$ cat config.mk
export PLATFORM = sky130hd
export DESIGN_NAME = mem_unit_flat
export DESIGN_NICKNAME = d
export VERILOG_FILES = /design/src/rtl/core_pkg.sv /design/src/rtl/mem_unit_if.sv /design/src/rtl/mem_unit.sv /design/src/flat_wrapper.sv
export SDC_FILE = /design/constraint.sdc
export NUM_CORES = 1
export LEC_CHECK = 0
export BUFFER_PORTS_ARGS = -buffer_cell sky130_fd_sc_hd__buf_4
export CAP_MARGIN = 20
export CELL_PAD_IN_SITES_DETAIL_PLACEMENT = 0
export CELL_PAD_IN_SITES_GLOBAL_PLACEMENT = 1
export CORE_UTILIZATION = 25
export CTS_BUF_LIST = sky130_fd_sc_hd__clkbuf_4
export DETAILED_ROUTE_END_ITERATION = 6
export PLACE_DENSITY = 0.53
export SLEW_MARGIN = 10
export SYNTH_ARGS = -nofsm -noshare
export SYNTH_HDL_FRONTEND = slang
export SYNTH_SLANG_ARGS = --single-unit
$ cat constraint.sdc
create_clock -name clk -period 2.1 [get_ports clk]
set_clock_uncertainty 0.1 [all_clocks]
set_input_delay 0.105 -clock clk [delete_from_list [all_inputs] [get_ports clk]]
set_output_delay 0.105 -clock clk [all_outputs]
set_load 0.05 [all_outputs]
$ cat src/rtl/core_pkg.sv
// core_pkg: types and constants shared by the 65HE06 core stages.
// Holds the memory-access FSM encoding, access-size codes and the
// register indices the execute stage also relies on.
package core_pkg;
    typedef enum logic [1:0] {
        IDLE = 2'd0,
        LO   = 2'd1,
        HI   = 2'd2
    } state_t;
    localparam logic ACC_BYTE = 1'b0;
    localparam logic ACC_WORD = 1'b1;
    localparam logic [2:0] R_SF = 3'd2;
    localparam logic [2:0] R_PC = 3'd3;
endpackage

$ cat src/rtl/mem_unit_if.sv
// mem_unit_if: signal bundle around the memory-access stage.
// Ports: req_* (execute-stage request), bus_* (8-bit external bus),
// ld_* / st_done (writeback results) and busy.
// master = execute stage plus external bus; slave = mem_unit.
interface mem_unit_if;
    logic        req_valid;
    logic        req_ready;
    logic        req_write;
    logic        req_word;
    logic [15:0] req_addr;
    logic [15:0] req_data;
    logic [2:0]  req_d_idx;
    logic        bus_en;
    logic        bus_we;
    logic [15:0] bus_addr;
    logic [7:0]  bus_wdata;
    logic [7:0]  bus_rdata;
    logic        bus_ready;
    logic        ld_valid;
    logic [15:0] ld_data;
    logic [2:0]  ld_d_idx;
    logic        st_done;
    logic        busy;
    modport master (
        output req_valid, req_write, req_word, req_addr, req_data, req_d_idx,
        output bus_rdata, bus_ready,
        input  req_ready, bus_en, bus_we, bus_addr, bus_wdata,
        input  ld_valid, ld_data, ld_d_idx, st_done, busy
    );
    modport slave (
        input  req_valid, req_write, req_word, req_addr, req_data, req_d_idx,
        input  bus_rdata, bus_ready,
        output req_ready, bus_en, bus_we, bus_addr, bus_wdata,
        output ld_valid, ld_data, ld_d_idx, st_done, busy
    );
endinterface

$ cat src/rtl/mem_unit.sv
// mem_unit: memory-access stage; byte/word transfers over an 8-bit bus.
// Ports: clk, rst (sync, active-high), mu (mem_unit_if.slave: request,
// bus and writeback signals). Words are two little-endian byte cycles.
module mem_unit
    import core_pkg::*;
(
    input  logic      clk,
    input  logic      rst,
    mem_unit_if.slave mu
);
    state_t      state;
    state_t      state_nx;
    logic        write;
    logic        word;
    logic [15:0] addr;
    logic [15:0] data;
    logic [2:0]  d_idx;
    logic [7:0]  lo;
    logic        fire;
    logic        done;

    assign mu.req_ready = state == IDLE;
    assign mu.busy      = state != IDLE;

    always_comb begin
        fire     = mu.bus_en & mu.bus_ready;
        done     = fire & (state == HI | word == ACC_BYTE);
        state_nx = state == IDLE ? (mu.req_valid ? LO : IDLE) :
                   done          ? IDLE :
                   fire          ? HI : state;
    end

    always_ff @(posedge clk) begin
        if (rst)
            state <= IDLE;
        else
            state <= state_nx;
    end

    always_ff @(posedge clk) begin
        if (rst) begin
            write        <= 1'b0;
            word         <= ACC_BYTE;
            addr         <= '0;
            data         <= '0;
            d_idx        <= '0;
            lo           <= '0;
            mu.bus_en    <= 1'b0;
            mu.bus_we    <= 1'b0;
            mu.bus_addr  <= '0;
            mu.bus_wdata <= '0;
            mu.ld_valid  <= 1'b0;
            mu.st_done   <= 1'b0;
            mu.ld_data   <= '0;
            mu.ld_d_idx  <= '0;
        end else begin
            mu.ld_valid <= done & ~write;
            mu.st_done  <= done & write;
            if (state == IDLE && mu.req_valid) begin
                write        <= mu.req_write;
                word         <= mu.req_word;
                addr         <= mu.req_addr;
                data         <= mu.req_data;
                d_idx        <= mu.req_d_idx;
                mu.bus_en    <= 1'b1;
                mu.bus_we    <= mu.req_write;
                mu.bus_addr  <= mu.req_addr;
                mu.bus_wdata <= mu.req_data[7:0];
            end
            // low byte done on a word: retarget the bus at the high byte
            if (fire && state == LO && word == ACC_WORD) begin
                lo           <= mu.bus_rdata;
                mu.bus_addr  <= addr + 16'd1;
                mu.bus_wdata <= data[15:8];
            end
            if (done) begin
                mu.bus_en <= 1'b0;
                mu.bus_we <= 1'b0;
            end
            if (done && !write) begin
                mu.ld_data  <= state == HI ? {mu.bus_rdata, lo} : {8'h00, mu.bus_rdata};
                mu.ld_d_idx <= d_idx;
            end
        end
    end
endmodule

$ cat src/flat_wrapper.sv
// flat-port wrapper written by rule: the top's interface ports become plain ports
module mem_unit_flat import core_pkg::*;
  (clk, rst, mu_req_valid, mu_req_write, mu_req_word, mu_req_addr, mu_req_data, mu_req_d_idx, mu_bus_rdata, mu_bus_ready, mu_req_ready, mu_bus_en, mu_bus_we, mu_bus_addr, mu_bus_wdata, mu_ld_valid, mu_ld_data, mu_ld_d_idx, mu_st_done, mu_busy);
  mem_unit_if mu_i ();
  input  logic clk;
  input  logic rst;
  input wire logic [$bits(mu_i.req_valid)-1:0] mu_req_valid;
  input wire logic [$bits(mu_i.req_write)-1:0] mu_req_write;
  input wire logic [$bits(mu_i.req_word)-1:0] mu_req_word;
  input wire logic [$bits(mu_i.req_addr)-1:0] mu_req_addr;
  input wire logic [$bits(mu_i.req_data)-1:0] mu_req_data;
  input wire logic [$bits(mu_i.req_d_idx)-1:0] mu_req_d_idx;
  input wire logic [$bits(mu_i.bus_rdata)-1:0] mu_bus_rdata;
  input wire logic [$bits(mu_i.bus_ready)-1:0] mu_bus_ready;
  output wire logic [$bits(mu_i.req_ready)-1:0] mu_req_ready;
  output wire logic [$bits(mu_i.bus_en)-1:0] mu_bus_en;
  output wire logic [$bits(mu_i.bus_we)-1:0] mu_bus_we;
  output wire logic [$bits(mu_i.bus_addr)-1:0] mu_bus_addr;
  output wire logic [$bits(mu_i.bus_wdata)-1:0] mu_bus_wdata;
  output wire logic [$bits(mu_i.ld_valid)-1:0] mu_ld_valid;
  output wire logic [$bits(mu_i.ld_data)-1:0] mu_ld_data;
  output wire logic [$bits(mu_i.ld_d_idx)-1:0] mu_ld_d_idx;
  output wire logic [$bits(mu_i.st_done)-1:0] mu_st_done;
  output wire logic [$bits(mu_i.busy)-1:0] mu_busy;
  assign mu_i.req_valid = mu_req_valid;
  assign mu_i.req_write = mu_req_write;
  assign mu_i.req_word = mu_req_word;
  assign mu_i.req_addr = mu_req_addr;
  assign mu_i.req_data = mu_req_data;
  assign mu_i.req_d_idx = mu_req_d_idx;
  assign mu_i.bus_rdata = mu_bus_rdata;
  assign mu_i.bus_ready = mu_bus_ready;
  assign mu_req_ready = mu_i.req_ready;
  assign mu_bus_en = mu_i.bus_en;
  assign mu_bus_we = mu_i.bus_we;
  assign mu_bus_addr = mu_i.bus_addr;
  assign mu_bus_wdata = mu_i.bus_wdata;
  assign mu_ld_valid = mu_i.ld_valid;
  assign mu_ld_data = mu_i.ld_data;
  assign mu_ld_d_idx = mu_i.ld_d_idx;
  assign mu_st_done = mu_i.st_done;
  assign mu_busy = mu_i.busy;
  mem_unit u_core (.clk(clk), .rst(rst), .mu(mu_i));
endmodule
==> metrics.csv, run 1 <==
metric;value;unit
status;finished, final reports clean;
Worst Hold Class;input port to flip-flop;
Post-Layout Cell Count;726;
Clk pwr share;0.271;
Max Cap Viol;0;
net load switching power;0.00102;W
leading cell types in the layout, fill and taps excluded;buf_4, nand2_1, dfxtp_1, dlygate4sd3_1, a21oi_1;
dpl cells;660;
Setup crit end kind;flip-flop;
cells after synthesis;401;
flip-flop and latch area;0.00172;sq mm
Synth Flop Type;dfxtp_1;
Post-synth EDFFs;0;
fin nets;593;
Comb pwr share;0.200;
Pint;0.00235;W
Critical Path End;u_core.addr[14];
Multi-input gate area;0.00166;sq mm
Ys Warns;0;
syn avg cell area;8.75;sq um
core area;0.0135;sq mm
post-synth top area share;0.491;
sequential area share after synthesis;0.491;
path depth of the worst reg2reg path;5;
post-route design area;0.00510;sq mm
Worst EP arrival;2.21;ns
Syn Std Cell Area;0.00351;sq mm
CTS max path bufs;2;
Hold WS;0.177;ns
Pre-antenna DRT Iters;4;
vias in the first global route;3194;
clock sinks;86;
Max Slew Vio Count;0;
Initial DRC Count;115;
cts bufs inserted;9;
antenna-violating nets left;0;
worst reg2reg endpoint;u_core.addr[14];
part of the cycle the worst path needs;0.903;
Starting Density;0.261;
Final Wtd Congestion;0.712;
largest net degree at the start of global routing;45;
commonest non-fill, non-tap cell in the layout;buf_4;
Setup TNS;0;ns
crit path launch type;flip-flop;
WP data required;2.42;ns
top post-synthesis cells by area;dfxtp_1, nand2_1, a21oi_1;
Final Hold Viols;0;
r2r setup slk;0.20;ns
share of cells above drive strength 1;0.250;
H-Tree Depth;3;
dominant cell type by area after synthesis;dfxtp_1;
clock-pin transition on the worst setup and hold timing paths;0.14;ns
Unique masters post-synth;44;
Final Util;0.379;
LEAKAGE;2.08;nW
power per cell area;659;mW/mm^2
crit path max fanout;16;
Tot GR Track Use;0.146;
Placed Area;0.00449;sq mm
Root Driver;clkbuf_4;
Slew @ Worst Pin;0.552;ns
Die Span X;120;microns
DRC;0;
Slew Limit Headroom;0.629;
clk_lat worst skew;0.46;ns
area grow syn2layout;45.4;%
worst vdd ir;0.000338;V
Final Setup Violations;0;
Flop pwr share;0.529;
origin of the worst setup path;u_core.state[1];
IO Count;98;
RSZ-0062 raised after global routing;no;
Reg2Reg Launch Point;u_core.state[1];
Synth async-reset ratio;0;
first-pass GRT wire length;16400;microns
CTS tree;done;
Synth Net Count;451;
FILL cells;1439;
DRT Wirelength;9980;microns
antenna violations before repair;1;
HPWL after detailed placement;6560;microns
routed length per instance;13.7;microns
GRT overflow;0;
Tmin final;1.90;ns
die height;120;microns
row cnt;42;
Yosys reg bits;86;
PortBufs;97;
Die ar.;0.0145;sq mm
fmax;527;MHz
Switching Share;0.303;
via count;3295;
critical path class;flip-flop to flip-flop;
DR vias/cell;4.54;
cell type report:
class / instances / share of cell area
well taps: 176 / 0.0431
repair buffers: 160 / 0.266
clock buffers: 9 / 0.0132
diodes: 2 / 0.000981
inverters: 4 / 0.00294
clock inverters: 7 / 0.0108
multi-input cells: 282 / 0.325
flip-flops and latches: 86 / 0.337
synth_stat cells, drive strengths merged, types with 2 or more instances:
master	count
a211oi	18
a21boi	2
a21oi	47
a221oi	6
a22o	8
a311oi	2
a31oi	5
buf	20
clkbuf	9
dfxtp	86
inv	4
mux2i	19
nand2	93
nand3	10
nand4	4
nand4b	2
nor2	27
nor3	6
nor4	3
o21a	4
o221ai	2
or3	2
or4	2
xnor2	9
xor2	2
cells by family after synthesis:
kind of cell               Yosys count  share of synthesized area
DFF                                 86                      0.491
xor gates and xnor gates            11                     0.0275
AOI/OAI and AO/OA                   95                      0.179
and+or+nand+nor                    156                      0.204
adders and majority gates            1                    0.00356
buffers and inverters               33                     0.0414
muxes                               19                     0.0542
sequential cells by signal, summed over array words and instances (netlist names), 2 cells and up:
register	flops
u_core.addr	16
u_core.data	8
u_core.d_idx	3
u_core.lo	8
u_core.mu.ld_data	16
u_core.mu.bus_wdata	8
u_core.state	2
u_core.mu.ld_d_idx	3
u_core.mu.bus_addr	16
metal layers:
| metal | GRT usage | wire length [microns] | vias up | share of wire |
|---|---|---|---|---|
| met5 | 0 | 0 | - | 0 |
| met4 | 0.0463 | 119 | 0 | 0.012 |
| met3 | 0.0495 | 534 | 8 | 0.054 |
| met2 | 0.226 | 4500 | 70 | 0.45 |
| met1 | 0.190 | 4830 | 1535 | 0.48 |
| li1 | - | - | 1682 | - |
power groups by stage:
stage / logic (W) / registers [W] / clock network [W]
2_1_floorplan: 0.000224 / 0.00196 / 0
3_5_place_dp: 0.000610 / 0.00182 / 0
4_1_cts: 0.000682 / 0.00178 / 0.000976
5_1_grt: 0.000727 / 0.00180 / 0.00105
6_report: 0.000674 / 0.00178 / 0.000911
3_3_place_gp: 0.000607 / 0.00182 / 0
repair_timing:
item	4_1_cts	5_1_grt
gates resized for setup	0	1
hold endpoints to repair	81	0
buffers inserted	0	0
endpoints found under the setup margin	0	1
hold buffers	48	0
stage by stage:
step	setup WS [ns]	power, W
global placement	0.389	0.00242
global route	0.0963	0.00357
floorplan	0.222	0.00218
finish	0.204	0.00337
detailed placement	0.352	0.00243
CTS	0.0568	0.00344
worst min-delay path by stage:
stage | from | end | cells past startpoint
after floorplan | mu_bus_rdata[2] | u_core.mu.ld_data[10] | 1
after CTS | mu_req_valid | u_core.data[8] | 5
after global placement | mu_bus_rdata[2] | u_core.mu.ld_data[10] | 2
after global routing | mu_req_valid | u_core.data[10] | 5
final | mu_req_valid | u_core.data[9] | 5
after detailed placement | mu_bus_rdata[6] | u_core.mu.ld_data[14] | 2
critical path, cell delays in order (launching register included):
cell and delay [ns]:
dfxtp_1 0.40, nor3b_2 0.32, buf_4 0.29, nand2_1 0.08
a21oi_1 0.11, dlygate4sd3_1 0.55
No activity file was read; power rests on OpenSTA's default activity.
==> inputs of run 2 (changes only) <==
--- a/constraint.sdc
+++ b/constraint.sdc
@@ -4,2 +4,2 @@
 set_output_delay 0.105 -clock clk [all_outputs]
-set_load 0.05 [all_outputs]
+set_load 0.1 [all_outputs]
==> metrics.csv, run 2 (synthesized netlist as in run 1, its figures left out) <==
metric;value;unit
status;finished, final reports clean;
Final Setup Violations;0;
WL met3;555;microns
Max Cap Viol;0;
GRT overflow;0;
WHS Endpoint;u_core.mu.bus_en;
clock-pin transition on the worst setup and hold timing paths;0.13;ns
hold-critical path depth;5;
Hold WS;0.196;ns
Slew @ Worst Pin;0.553;ns
worst reg2reg endpoint;u_core.addr[11];
commonest non-fill, non-tap cell in the layout;buf_4;
antenna-violating nets left;0;
fin nets;591;
startpoint of the worst hold path;mu_req_valid;
core area;0.0135;sq mm
Worst EP arrival;2.25;ns
Worst Hold Class;input port to flip-flop;
Pre-antenna DRT Iters;4;
Starting Density;0.261;
flip-flop and latch area;0.00172;sq mm
Max Slew Vio Count;0;
path depth of the worst reg2reg path;5;
first-pass GRT wire length;15700;microns
Setup TNS;0;ns
crit path max fanout;46;
Top Registers;u_core.addr x16, u_core.mu.bus_addr x16, u_core.mu.ld_data x16;
Reg2Reg Launch Point;u_core.state[1];
Slew Limit Headroom;0.629;
area grow syn2layout;45.0;%
FILL cells;1425;
Antenna diodes;0;
Tmin final;2.00;ns
via count;3249;
critical path's slowest cell;dlygate4sd3_1;
DR vias/cell;4.51;
antenna violations before repair;0;
power per cell area;718;mW/mm^2
Root Driver;clkbuf_4;
CTS tree;done;
clock sinks;86;
PortBufs;97;
share of cells above drive strength 1;0.250;
WP data required;2.35;ns
IO Count;98;
max layer used;met4;
worst vdd ir;0.000338;V
Placed Area;0.00445;sq mm
r2r setup slk;0.10;ns
Met2 Routed Length;4180;microns
Tot GR Track Use;0.141;
critical path class;flip-flop to flip-flop;
Final Wtd Congestion;0.724;
die height;120;microns
CTS max path bufs;2;
Die ar.;0.0145;sq mm
Die Span X;120;microns
fmax;501;MHz
vias in the first global route;3074;
wire length on met1;4840;microns
post-route design area;0.00509;sq mm
crit path launch type;flip-flop;
routed length per instance;13.4;microns
DRT Wirelength;9680;microns
leading cell types in the layout, fill and taps excluded;buf_4, nand2_1, dfxtp_1, dlygate4sd3_1, a21oi_1;
cts bufs inserted;9;
DRC;0;
crit-path max cell delay;0.57;ns
post-CTS setup buffer count;0;
Setup crit end kind;flip-flop;
row cnt;42;
Multi-input gate area;0.00166;sq mm
RSZ-0062 raised after global routing;no;
Initial DRC Count;102;
H-Tree Depth;3;
worst-path cell chain;or3b_1 -> buf_6 -> nand2_1 -> a21oi_1 -> dlygate4sd3_1;
Final Hold Viols;0;
LEAKAGE;2.08;nW
part of the cycle the worst path needs;0.950;
largest net degree at the start of global routing;47;
HPWL after detailed placement;6490;microns
clk_lat worst skew;0.45;ns
==> run 2: per-layer routing <==
layer	vias up	GRT usage
li1	1669	-
met1	1495	0.189
met2	78	0.210
met3	7	0.0495
met4	0	0.0417
met5	-	0
==> run 2: timing repair <==
action | CTS | global route
hold buffers | 49 | 0
endpoints found under the hold margin | 81 | 0
endpoints found under the setup margin | 0 | 2
resized for setup | 0 | 1
==> run 2: worst max-delay path by stage <==
stage	from	end	cells after the start
final	u_core.state[1]	u_core.addr[11]	5
after detailed placement	u_core.state[1]	u_core.mu.ld_data[15]	4
after global placement	u_core.state[0]	u_core.mu.bus_addr[0]	5
after CTS	u_core.state[1]	u_core.addr[14]	5
after global routing	u_core.state[1]	u_core.addr[14]	5
after floorplan	u_core.state[1]	mu_busy	2
==> run 2: cell type report <==
cell class                 instances  area share
clock buffer                       9      0.0133
clock inverter                     6      0.0152
inverter                           4     0.00295
multi-input combinational        282       0.326
sequential                        86       0.339
tap                              176      0.0433
timing repair buffer             158       0.260
==> run 2: power breakdown <==
group / switching (W) / internal, W / total (W)
sequential: 0.0000650 / 0.00171 / 0.00178
combinational: 0.000567 / 0.000279 / 0.000846
clock: 0.000564 / 0.000465 / 0.00103
total: 0.00120 / 0.00246 / 0.00365
==> run 2: worst max-delay path: cells and delay by family (launching register included) <==
kind / cells / cell delay [ns]
buf+inv: 2 / 0.81
compound gates: 1 / 0.06
simple gates: 2 / 0.52
flops: 1 / 0.41
==> run 2: stage by stage <==
| stage | setup slack, ns | utilization | std cells | total power [W] |
|---|---|---|---|---|
| detailed placement | 0.353 | 0.331 | 657 | 0.00260 |
| global placement | 0.380 | 0.331 | 657 | 0.00259 |
| floorplan | 0.00235 | - | 401 | 0.00237 |
| global route | 0.0161 | 0.378 | 721 | 0.00384 |
| finish | 0.104 | 0.378 | 721 | 0.00365 |
| CTS | 0.0286 | 0.378 | 721 | 0.00373 |
